File: config.mk
export PLATFORM = sky130hd
export DESIGN_NAME = exchange_writer_flat
export DESIGN_NICKNAME = d
export VERILOG_FILES = /design/src/rtl/redundancy_pkg.sv /design/src/rtl/exchange_writer_if.sv /design/src/rtl/exw_rd_tag_pipe.sv /design/src/rtl/exchange_writer.sv /design/src/flat_wrapper.sv
export SDC_FILE = /design/constraint.sdc
export NUM_CORES = 1
export LEC_CHECK = 0
export CAP_MARGIN = 20
export CORE_MARGIN = 5
export CORE_UTILIZATION = 49
export CTS_CLUSTER_DIAMETER = 80
export DETAILED_ROUTE_END_ITERATION = 7
export MAX_ROUTING_LAYER = met4
export PLACE_DENSITY_LB_ADDON = 0.12
export SLEW_MARGIN = 20
export SYNTH_ARGS = -nofsm -noshare
export SYNTH_HDL_FRONTEND = slang
export SYNTH_HIERARCHICAL = 1
export SYNTH_SLANG_ARGS = --single-unit
File: constraint.sdc
create_clock -name clk -period 1.8 [get_ports clk]
set_clock_uncertainty 0.2 [all_clocks]
set_input_delay 0.18 -clock clk [delete_from_list [all_inputs] [get_ports clk]]
set_output_delay 0.18 -clock clk [all_outputs]
set_load 0.05 [all_outputs]
File: src/rtl/redundancy_pkg.sv
// Shared types and default widths for the free-list controller and the exchange writer.
// EXW_SWAP_EN adds the RD_DEST and WR_SRC states used by the true-swap build.
package redundancy_pkg;

    localparam int EXW_WORD_WIDTH = 8;
    localparam int EXW_ITER_WIDTH = 9;

`ifdef EXW_SWAP_EN
    typedef enum logic [2:0] {
        S_IDLE, S_RD_SRC, S_RD_DEST, S_WAIT, S_WR_DEST, S_WR_SRC, S_FIN
    } exw_state_t;
`else
    typedef enum logic [2:0] {
        S_IDLE, S_RD_SRC, S_WAIT, S_WR_DEST, S_FIN
    } exw_state_t;
`endif

endpackage

File: src/rtl/exchange_writer_if.sv
// Exchange request channel (controller -> writer) and single-read/single-write memory port.
// The writer uses xchg.slave and mem.master.
interface exw_xchg_if #(
    parameter int ITER_WIDTH = redundancy_pkg::EXW_ITER_WIDTH
);
    logic                  valid;
    logic [ITER_WIDTH-1:0] e_src_it;
    logic [ITER_WIDTH-1:0] e_dest_it;
    logic                  write_fin;

    modport master (output valid, e_src_it, e_dest_it, input write_fin);
    modport slave  (input valid, e_src_it, e_dest_it, output write_fin);
endinterface

interface exw_mem_if #(
    parameter int WORD_WIDTH = redundancy_pkg::EXW_WORD_WIDTH,
    parameter int ITER_WIDTH = redundancy_pkg::EXW_ITER_WIDTH
);
    logic                  rd_en;
    logic [ITER_WIDTH-1:0] rd_addr;
    logic [WORD_WIDTH-1:0] rd_data;
    logic                  wr_en;
    logic [ITER_WIDTH-1:0] wr_addr;
    logic [WORD_WIDTH-1:0] wr_data;

    modport master (output rd_en, rd_addr, wr_en, wr_addr, wr_data, input rd_data);
    modport slave  (input rd_en, rd_addr, wr_en, wr_addr, wr_data, output rd_data);
endinterface

File: src/rtl/exw_rd_tag_pipe.sv
// Follows each memory read for RD_LATENCY cycles and raises the capture strobe for its data register.
// Synchronous flush drops every tag in flight so late read data is never captured.
module exw_rd_tag_pipe #(
    parameter int RD_LATENCY = 1
) (
    input  logic clk,
    input  logic reset_n,
    input  logic flush,
    input  logic push,
    input  logic push_dest,
    output logic cap_src,
    output logic cap_dest
);

    logic [RD_LATENCY-1:0] vld_q;
    logic [RD_LATENCY-1:0] dst_q;

    always_ff @(posedge clk or negedge reset_n) begin
        if (!reset_n) begin
            vld_q <= '0;
            dst_q <= '0;
        end else if (flush) begin
            vld_q <= '0;
            dst_q <= '0;
        end else begin
            vld_q[0] <= push;
            dst_q[0] <= push_dest;
            for (int i = 1; i < RD_LATENCY; i++) begin
                vld_q[i] <= vld_q[i-1];
                dst_q[i] <= dst_q[i-1];
            end
        end
    end

    assign cap_src  = vld_q[RD_LATENCY-1] & ~dst_q[RD_LATENCY-1];
    assign cap_dest = vld_q[RD_LATENCY-1] &  dst_q[RD_LATENCY-1];

endmodule

File: src/rtl/exchange_writer.sv
// Copies mem[src] to mem[dest] per accepted exchange; EXW_SWAP_EN makes it a true swap.
// write_fin comes 3+RD_LATENCY cycles after accept (5+RD_LATENCY when swapping); set_idle aborts.
module exchange_writer
    import redundancy_pkg::*;
#(
    parameter int WORD_WIDTH = EXW_WORD_WIDTH,
    parameter int ITER_WIDTH = EXW_ITER_WIDTH,
    parameter int MEM_DEPTH  = 512,
    parameter int RD_LATENCY = 1,
    parameter int CNT_WIDTH  = 16
) (
    input  logic                 clk,
    input  logic                 reset_n,
    input  logic                 set_idle,
    input  logic                 enable_in,
    exw_xchg_if.slave            xchg,
    exw_mem_if.master            mem,
    output logic                 busy,
    output logic [CNT_WIDTH-1:0] xchg_count,
    output logic                 err_range
);

    localparam logic [ITER_WIDTH:0] DEPTH = (ITER_WIDTH+1)'(MEM_DEPTH);

    exw_state_t            state, state_n;
    logic [ITER_WIDTH-1:0] src_q, dest_q, src_n;
    logic [WORD_WIDTH-1:0] src_word, src_word_n;
    logic                  cnt_ok;
    logic                  accept, in_range, cap_src, cap_dest, last_cap, push_dest;
    logic                  rd_en_d, wr_en_d, fin_d;
    logic [ITER_WIDTH-1:0] rd_addr_d, wr_addr_d;
    logic [WORD_WIDTH-1:0] wr_data_d;
    logic                  rd_en_q, wr_en_q, fin_q;
    logic [ITER_WIDTH-1:0] rd_addr_q, wr_addr_q;
    logic [WORD_WIDTH-1:0] wr_data_q;
`ifdef EXW_SWAP_EN
    logic [WORD_WIDTH-1:0] dest_word, dest_word_n;
    assign dest_word_n = cap_dest ? mem.rd_data : dest_word;
    assign push_dest   = (state == S_RD_DEST);
    assign last_cap    = cap_dest;
`else
    assign push_dest   = 1'b0;
    // No dest tag is ever pushed in the copy build, so this is the src capture.
    assign last_cap    = cap_src | cap_dest;
`endif

    assign in_range   = ({1'b0, xchg.e_src_it} < DEPTH) && ({1'b0, xchg.e_dest_it} < DEPTH);
    assign accept     = (state == S_IDLE) && xchg.valid && enable_in && !set_idle;
    assign src_n      = accept ? xchg.e_src_it : src_q;
    assign src_word_n = cap_src ? mem.rd_data : src_word;
    assign busy       = (state != S_IDLE);

    exw_rd_tag_pipe #(.RD_LATENCY(RD_LATENCY)) u_tag_pipe (
        .clk       (clk),
        .reset_n   (reset_n),
        .flush     (set_idle),
        .push      (rd_en_q),
        .push_dest (push_dest),
        .cap_src   (cap_src),
        .cap_dest  (cap_dest)
    );

    always_ff @(posedge clk or negedge reset_n) begin
        if (!reset_n) state <= S_IDLE;
        else          state <= state_n;
    end

    always_comb begin
        state_n = state;
        if (set_idle) begin
            state_n = S_IDLE;
        end else begin
            case (state)
                S_IDLE: if (accept) begin
                    if (!in_range || xchg.e_src_it == xchg.e_dest_it) state_n = S_FIN;
                    else                                              state_n = S_RD_SRC;
                end
`ifdef EXW_SWAP_EN
                S_RD_SRC:  state_n = S_RD_DEST;
                S_RD_DEST: state_n = S_WAIT;
                S_WR_DEST: state_n = S_WR_SRC;
                S_WR_SRC:  state_n = S_FIN;
`else
                S_RD_SRC:  state_n = S_WAIT;
                S_WR_DEST: state_n = S_FIN;
`endif
                S_WAIT:    if (last_cap) state_n = S_WR_DEST;
                S_FIN:     state_n = S_IDLE;
                default:   state_n = S_IDLE;
            endcase
        end
    end

    // Decoded from the next state so every memory-facing output leaves a flop.
    always_comb begin
        rd_en_d   = 1'b0;
        rd_addr_d = '0;
        wr_en_d   = 1'b0;
        wr_addr_d = '0;
        wr_data_d = '0;
        fin_d     = 1'b0;
        case (state_n)
            S_RD_SRC:  begin rd_en_d = 1'b1; rd_addr_d = src_n; end
            S_WR_DEST: begin wr_en_d = 1'b1; wr_addr_d = dest_q; wr_data_d = src_word_n; end
`ifdef EXW_SWAP_EN
            S_RD_DEST: begin rd_en_d = 1'b1; rd_addr_d = dest_q; end
            S_WR_SRC:  begin wr_en_d = 1'b1; wr_addr_d = src_q; wr_data_d = dest_word_n; end
`endif
            S_FIN:     fin_d = 1'b1;
            default:   ;
        endcase
    end

    always_ff @(posedge clk or negedge reset_n) begin
        if (!reset_n) begin
            rd_en_q    <= 1'b0;
            rd_addr_q  <= '0;
            wr_en_q    <= 1'b0;
            wr_addr_q  <= '0;
            wr_data_q  <= '0;
            fin_q      <= 1'b0;
            src_q      <= '0;
            dest_q     <= '0;
            src_word   <= '0;
            cnt_ok     <= 1'b0;
            xchg_count <= '0;
            err_range  <= 1'b0;
`ifdef EXW_SWAP_EN
            dest_word  <= '0;
`endif
        end else begin
            rd_en_q   <= rd_en_d;
            rd_addr_q <= rd_addr_d;
            wr_en_q   <= wr_en_d;
            wr_addr_q <= wr_addr_d;
            wr_data_q <= wr_data_d;
            fin_q     <= fin_d;
            src_word  <= src_word_n;
`ifdef EXW_SWAP_EN
            dest_word <= dest_word_n;
`endif
            if (accept) begin
                src_q  <= xchg.e_src_it;
                dest_q <= xchg.e_dest_it;
                cnt_ok <= in_range;
                if (!in_range) err_range <= 1'b1;
            end
            if (state == S_FIN && cnt_ok && xchg_count != {CNT_WIDTH{1'b1}})
                xchg_count <= xchg_count + 1'b1;
        end
    end

    assign mem.rd_en      = rd_en_q;
    assign mem.rd_addr    = rd_addr_q;
    assign mem.wr_en      = wr_en_q;
    assign mem.wr_addr    = wr_addr_q;
    assign mem.wr_data    = wr_data_q;
    assign xchg.write_fin = fin_q;

endmodule
File: src/flat_wrapper.sv
// flat-port wrapper written by rule: the top's interface ports become plain ports
module exchange_writer_flat import redundancy_pkg::*;
#(
    parameter int WORD_WIDTH = EXW_WORD_WIDTH,
    parameter int ITER_WIDTH = EXW_ITER_WIDTH,
    parameter int MEM_DEPTH  = 512,
    parameter int RD_LATENCY = 1,
    parameter int CNT_WIDTH  = 16
)
  (clk, reset_n, set_idle, enable_in, busy, xchg_count, err_range, xchg_valid, xchg_e_src_it, xchg_e_dest_it, xchg_write_fin, mem_rd_en, mem_rd_addr, mem_wr_en, mem_wr_addr, mem_wr_data, mem_rd_data);
  exw_xchg_if #(.ITER_WIDTH(ITER_WIDTH)) xchg_i ();
  exw_mem_if #(.WORD_WIDTH(WORD_WIDTH), .ITER_WIDTH(ITER_WIDTH)) mem_i ();
  input  logic clk;
  input  logic reset_n;
  input  logic set_idle;
  input  logic enable_in;
  output logic busy;
  output logic [CNT_WIDTH-1:0] xchg_count;
  output logic err_range;
  input wire logic [$bits(xchg_i.valid)-1:0] xchg_valid;
  input wire logic [$bits(xchg_i.e_src_it)-1:0] xchg_e_src_it;
  input wire logic [$bits(xchg_i.e_dest_it)-1:0] xchg_e_dest_it;
  output wire logic [$bits(xchg_i.write_fin)-1:0] xchg_write_fin;
  output wire logic [$bits(mem_i.rd_en)-1:0] mem_rd_en;
  output wire logic [$bits(mem_i.rd_addr)-1:0] mem_rd_addr;
  output wire logic [$bits(mem_i.wr_en)-1:0] mem_wr_en;
  output wire logic [$bits(mem_i.wr_addr)-1:0] mem_wr_addr;
  output wire logic [$bits(mem_i.wr_data)-1:0] mem_wr_data;
  input wire logic [$bits(mem_i.rd_data)-1:0] mem_rd_data;
  assign xchg_i.valid = xchg_valid;
  assign xchg_i.e_src_it = xchg_e_src_it;
  assign xchg_i.e_dest_it = xchg_e_dest_it;
  assign xchg_write_fin = xchg_i.write_fin;
  assign mem_rd_en = mem_i.rd_en;
  assign mem_rd_addr = mem_i.rd_addr;
  assign mem_wr_en = mem_i.wr_en;
  assign mem_wr_addr = mem_i.wr_addr;
  assign mem_wr_data = mem_i.wr_data;
  assign mem_i.rd_data = mem_rd_data;
  exchange_writer #(.WORD_WIDTH(WORD_WIDTH), .ITER_WIDTH(ITER_WIDTH), .MEM_DEPTH(MEM_DEPTH), .RD_LATENCY(RD_LATENCY), .CNT_WIDTH(CNT_WIDTH)) u_core (.clk(clk), .reset_n(reset_n), .set_idle(set_idle), .enable_in(enable_in), .xchg(xchg_i), .mem(mem_i), .busy(busy), .xchg_count(xchg_count), .err_range(err_range));
endmodule
==> metrics <==
WS Path Type=reg2out; final hold violation count=0; post-route design area=4440 µm²; core area=~6300 µm²; largest family of logic cells by synthesized area=simple AND/OR/NAND/NOR gates; area grow syn2layout=39.9%; DIE HEIGHT=90.5 µm; Hold Crit Class=in2async; Reg-to-Reg Start=u_core/state[2]; mean area per synthesized cell=12.7 µm²; Total Routing Usage GR=between 15 and 20%; compound-cell area share of the yosys netlist=under 10%; global-route wire length before repair=between 10 and 15 mm; highest-delay cell along the critical path=dfrtp_1; CTS H-tree lvls=3; Synth Area in Adders=0.394%; final period utilization=97.8%; internal reg-to-reg setup slack=approximately 0.039 ns; Setup crit end kind=primary output; worst path cell trace=buf_6 > or3_4 > buf_8; status=finished, final reports clean; Layout fillers=between 400 and 500; starting density of the core=between 50% and 60%; # setup viols final=0; Reg clk slew, reported paths=around 0.08 ns; Reg2Reg Depth=5; Final Max Tran Viols=0; DRC Markers=0; layout cells sized above 1=between 40% and 50%; Clock Path Buffers=2; largest net degree at the start of global routing=40; total gr overflow=0; WP data required=around 1.4 ns; Non-Filler Instances=about 450; Worst EP arrival=1.38 ns; CTS tree=built; Post-Syn Area=about 3200 µm²; XOR/XNOR share of the synthesized area=between 6 and 7%; Util after Layout=between 70% and 80%; nets=between 300 and 400; largest fanout on the critical path=4; LEAKAGE=about 2.2 nW; Port Buf Inserts=76; FMAX=about 570 MHz; Syn Inst Count=250; pwr dens=approximately 880 nW/µm²; Die Footprint=between 8000 and 9000 µm²; Yosys reg bits=just under 80; DR pass1 iterations=4; Detailed Route Iter0 Violations=60; Horiz. Die Dim=roughly 91 µm; dpl hpwl=approximately 4.6 mm; mux contribution to synthesized area=around 6.5%; clock sinks=77; Final Critical Period=between 1.5 and 2 ns; Post-DP Area=around 4100 µm²; initial antenna violation count=0; row cnt=29; routed via count=2,257; Root Driver=clkbuf_8; Num CTS Buffers=9; number of global-route vias before repair=approximately 2,300; top-level port count=roughly 80; Crit path largest cell delay=0.40 ns; simple-gate portion of the synthesized area=21.3%; WHS=about 0.15 ns; VDD IR max=around 0.54 mV; top_reg_cell synth=dfrtp_1; number of vias per cell=between 5 and 6; Clock Latency Late Sink=about 0.33 ns; part of the Yosys area used for sequential elements=between 60% and 70%; Fin Setup TNS=0 ns; Max-cap violations=0; placed cells=420; Synth Warn #=6; RePlAce Congestion=a little under 0.9; synth unique cells=39; Post-synth EDFFs=0; crit start category=flop; ys async rst share=between 90% and 100%; routed len/inst=roughly 15 µm; setup repair after global routing missed its margin=yes; R2R Path End=u_core/mem.rd_addr[7]; final antenna-violating net count=0; WL final=6.64 mm; Antenna Diode Count=0
==> where the power goes <==
group | internal (mW) | switching, mW
Sequential | 1.89 | 0.0611
Combinational | 0.265 | 0.255
Clock | 0.788 | 0.632
Total | 2.94 | 0.948
==> flip-flops by register name, summed over array words and instances, names as in the netlist, 3 cells and up <==
signal and flops:
u_core/src_q 9, u_core/state 3, u_core/dest_q 9, u_core/mem.wr_data 8
u_core/src_word 8, u_core/mem.wr_addr 9, u_core/xchg_count 16, u_core/mem.rd_addr 9
==> routing by layer <==
| metal | track usage, % | routed length (µm) | vias up |
|---|---|---|---|
| met3 | 4.08 | 395 | 8 |
| met5 | - | 0 | - |
| met2 | 25.9 | 3400 | 66 |
| met4 | 7.07 | 98 | 0 |
| li1 | - | - | 1070 |
| met1 | 21.1 | 2750 | 1113 |
==> cell usage in the layout (no fill, tap or decap), drive strengths merged, types with 5 or more instances in the layout <==
| cell | Yosys | layout |
|---|---|---|
| buf | 6 | 79 |
| dfrtp | 77 | 77 |
| nand2 | 33 | 33 |
| clkdlybuf4s50 | 0 | 29 |
| and2 | 19 | 19 |
| mux2 | 18 | 18 |
| xnor2 | 17 | 17 |
| nand4 | 10 | 11 |
| nor2b | 10 | 10 |
| nand3 | 10 | 10 |
| clkbuf | 2 | 9 |
| nor3 | 8 | 8 |
| a21oi | 6 | 6 |
| nor2 | 6 | 6 |
| xor2 | 5 | 5 |
==> critical path, delay by kind of cell, from the launching register on <==
kind	cells	cell delay [ns]
buf+inv	2	0.29
flops	1	0.40
simple gates	1	0.36
==> logic make-up after synthesis <==
group / count (synthesis)
AO/OA/AOI/OAI: 13
XOR/XNOR: 22
adder cells (fa/ha/maj): 1
buffers and inverters: 10
flip-flops: 77
multiplexers: 18
other: 1
AND/OR/NAND/NOR: 108
==> synth_stat cells, types with 2 or more instances <==
cell type / number / area, µm²
clkbuf_1: 2 / 7.51
nor2_2: 2 / 12.5
nor2b_1: 10 / 62.6
xnor2_1: 17 / 149
and4_1: 3 / 26.3
buf_6: 2 / 22.5
and3_1: 2 / 12.5
nand2_1: 33 / 124
nand2b_1: 2 / 12.5
xor2_1: 5 / 43.8
a32o_1: 2 / 20.0
nor2_1: 3 / 11.3
and2_1: 19 / 119
buf_4: 2 / 15.0
nand3_1: 10 / 50.1
nand4_1: 8 / 50.1
buf_2: 2 / 10.0
dfrtp_1: 77 / 1930
nor3_1: 4 / 20.0
nor3_4: 4 / 65.1
and2b_2: 2 / 17.5
mux2_2: 17 / 191
a21oi_1: 5 / 25.0
inv_1: 2 / 7.51
==> worst max path at each step <==
stage	start	to	slack, ns	cells past startpoint
after floorplan	u_core/xchg_count[0]	u_core/xchg_count[1]	0.02	5
after global placement	set_idle	u_core/mem.rd_addr[3]	-0.10	5
after detailed placement	set_idle	u_core/mem.rd_addr[1]	-0.12	5
after CTS	u_core/state[0]	u_core/mem.rd_addr[1]	-0.009	5
after global routing	u_core/state[0]	u_core/xchg_count[14]	-0.03	5
final	u_core/state[2]	busy	0.04	3
==> cell type report <==
class	instances	area, µm²	area share (%)
flip-flops and latches	77	1950	43.8
multi-input cells	165	1230	27.7
repair buffers	109	937	21.1
clock buffers	9	124	2.79
clock inverters	7	98.8	2.22
well taps	77	96.3	2.17
inverters	2	7.51	0.169
==> through the flow <==
step | power, mW | setup slack, ns
floorplan | 2.26 | 0.0211
global placement | 2.46 | -0.101
detailed placement | 2.49 | -0.121
CTS | 3.92 | -0.00945
global route | 4.07 | -0.0324
finish | 3.89 | 0.0387
==> timing repair <==
action	4_1_cts	5_1_grt
gates resized for setup	5	6
buffers inserted	1	7
pin swaps	1	6
endpoints found under the setup margin	1	20
cloned	0	1
hold buffers	1	0
endpoints found under the hold margin	44	0
No activity file was read; power rests on OpenSTA's default activity.
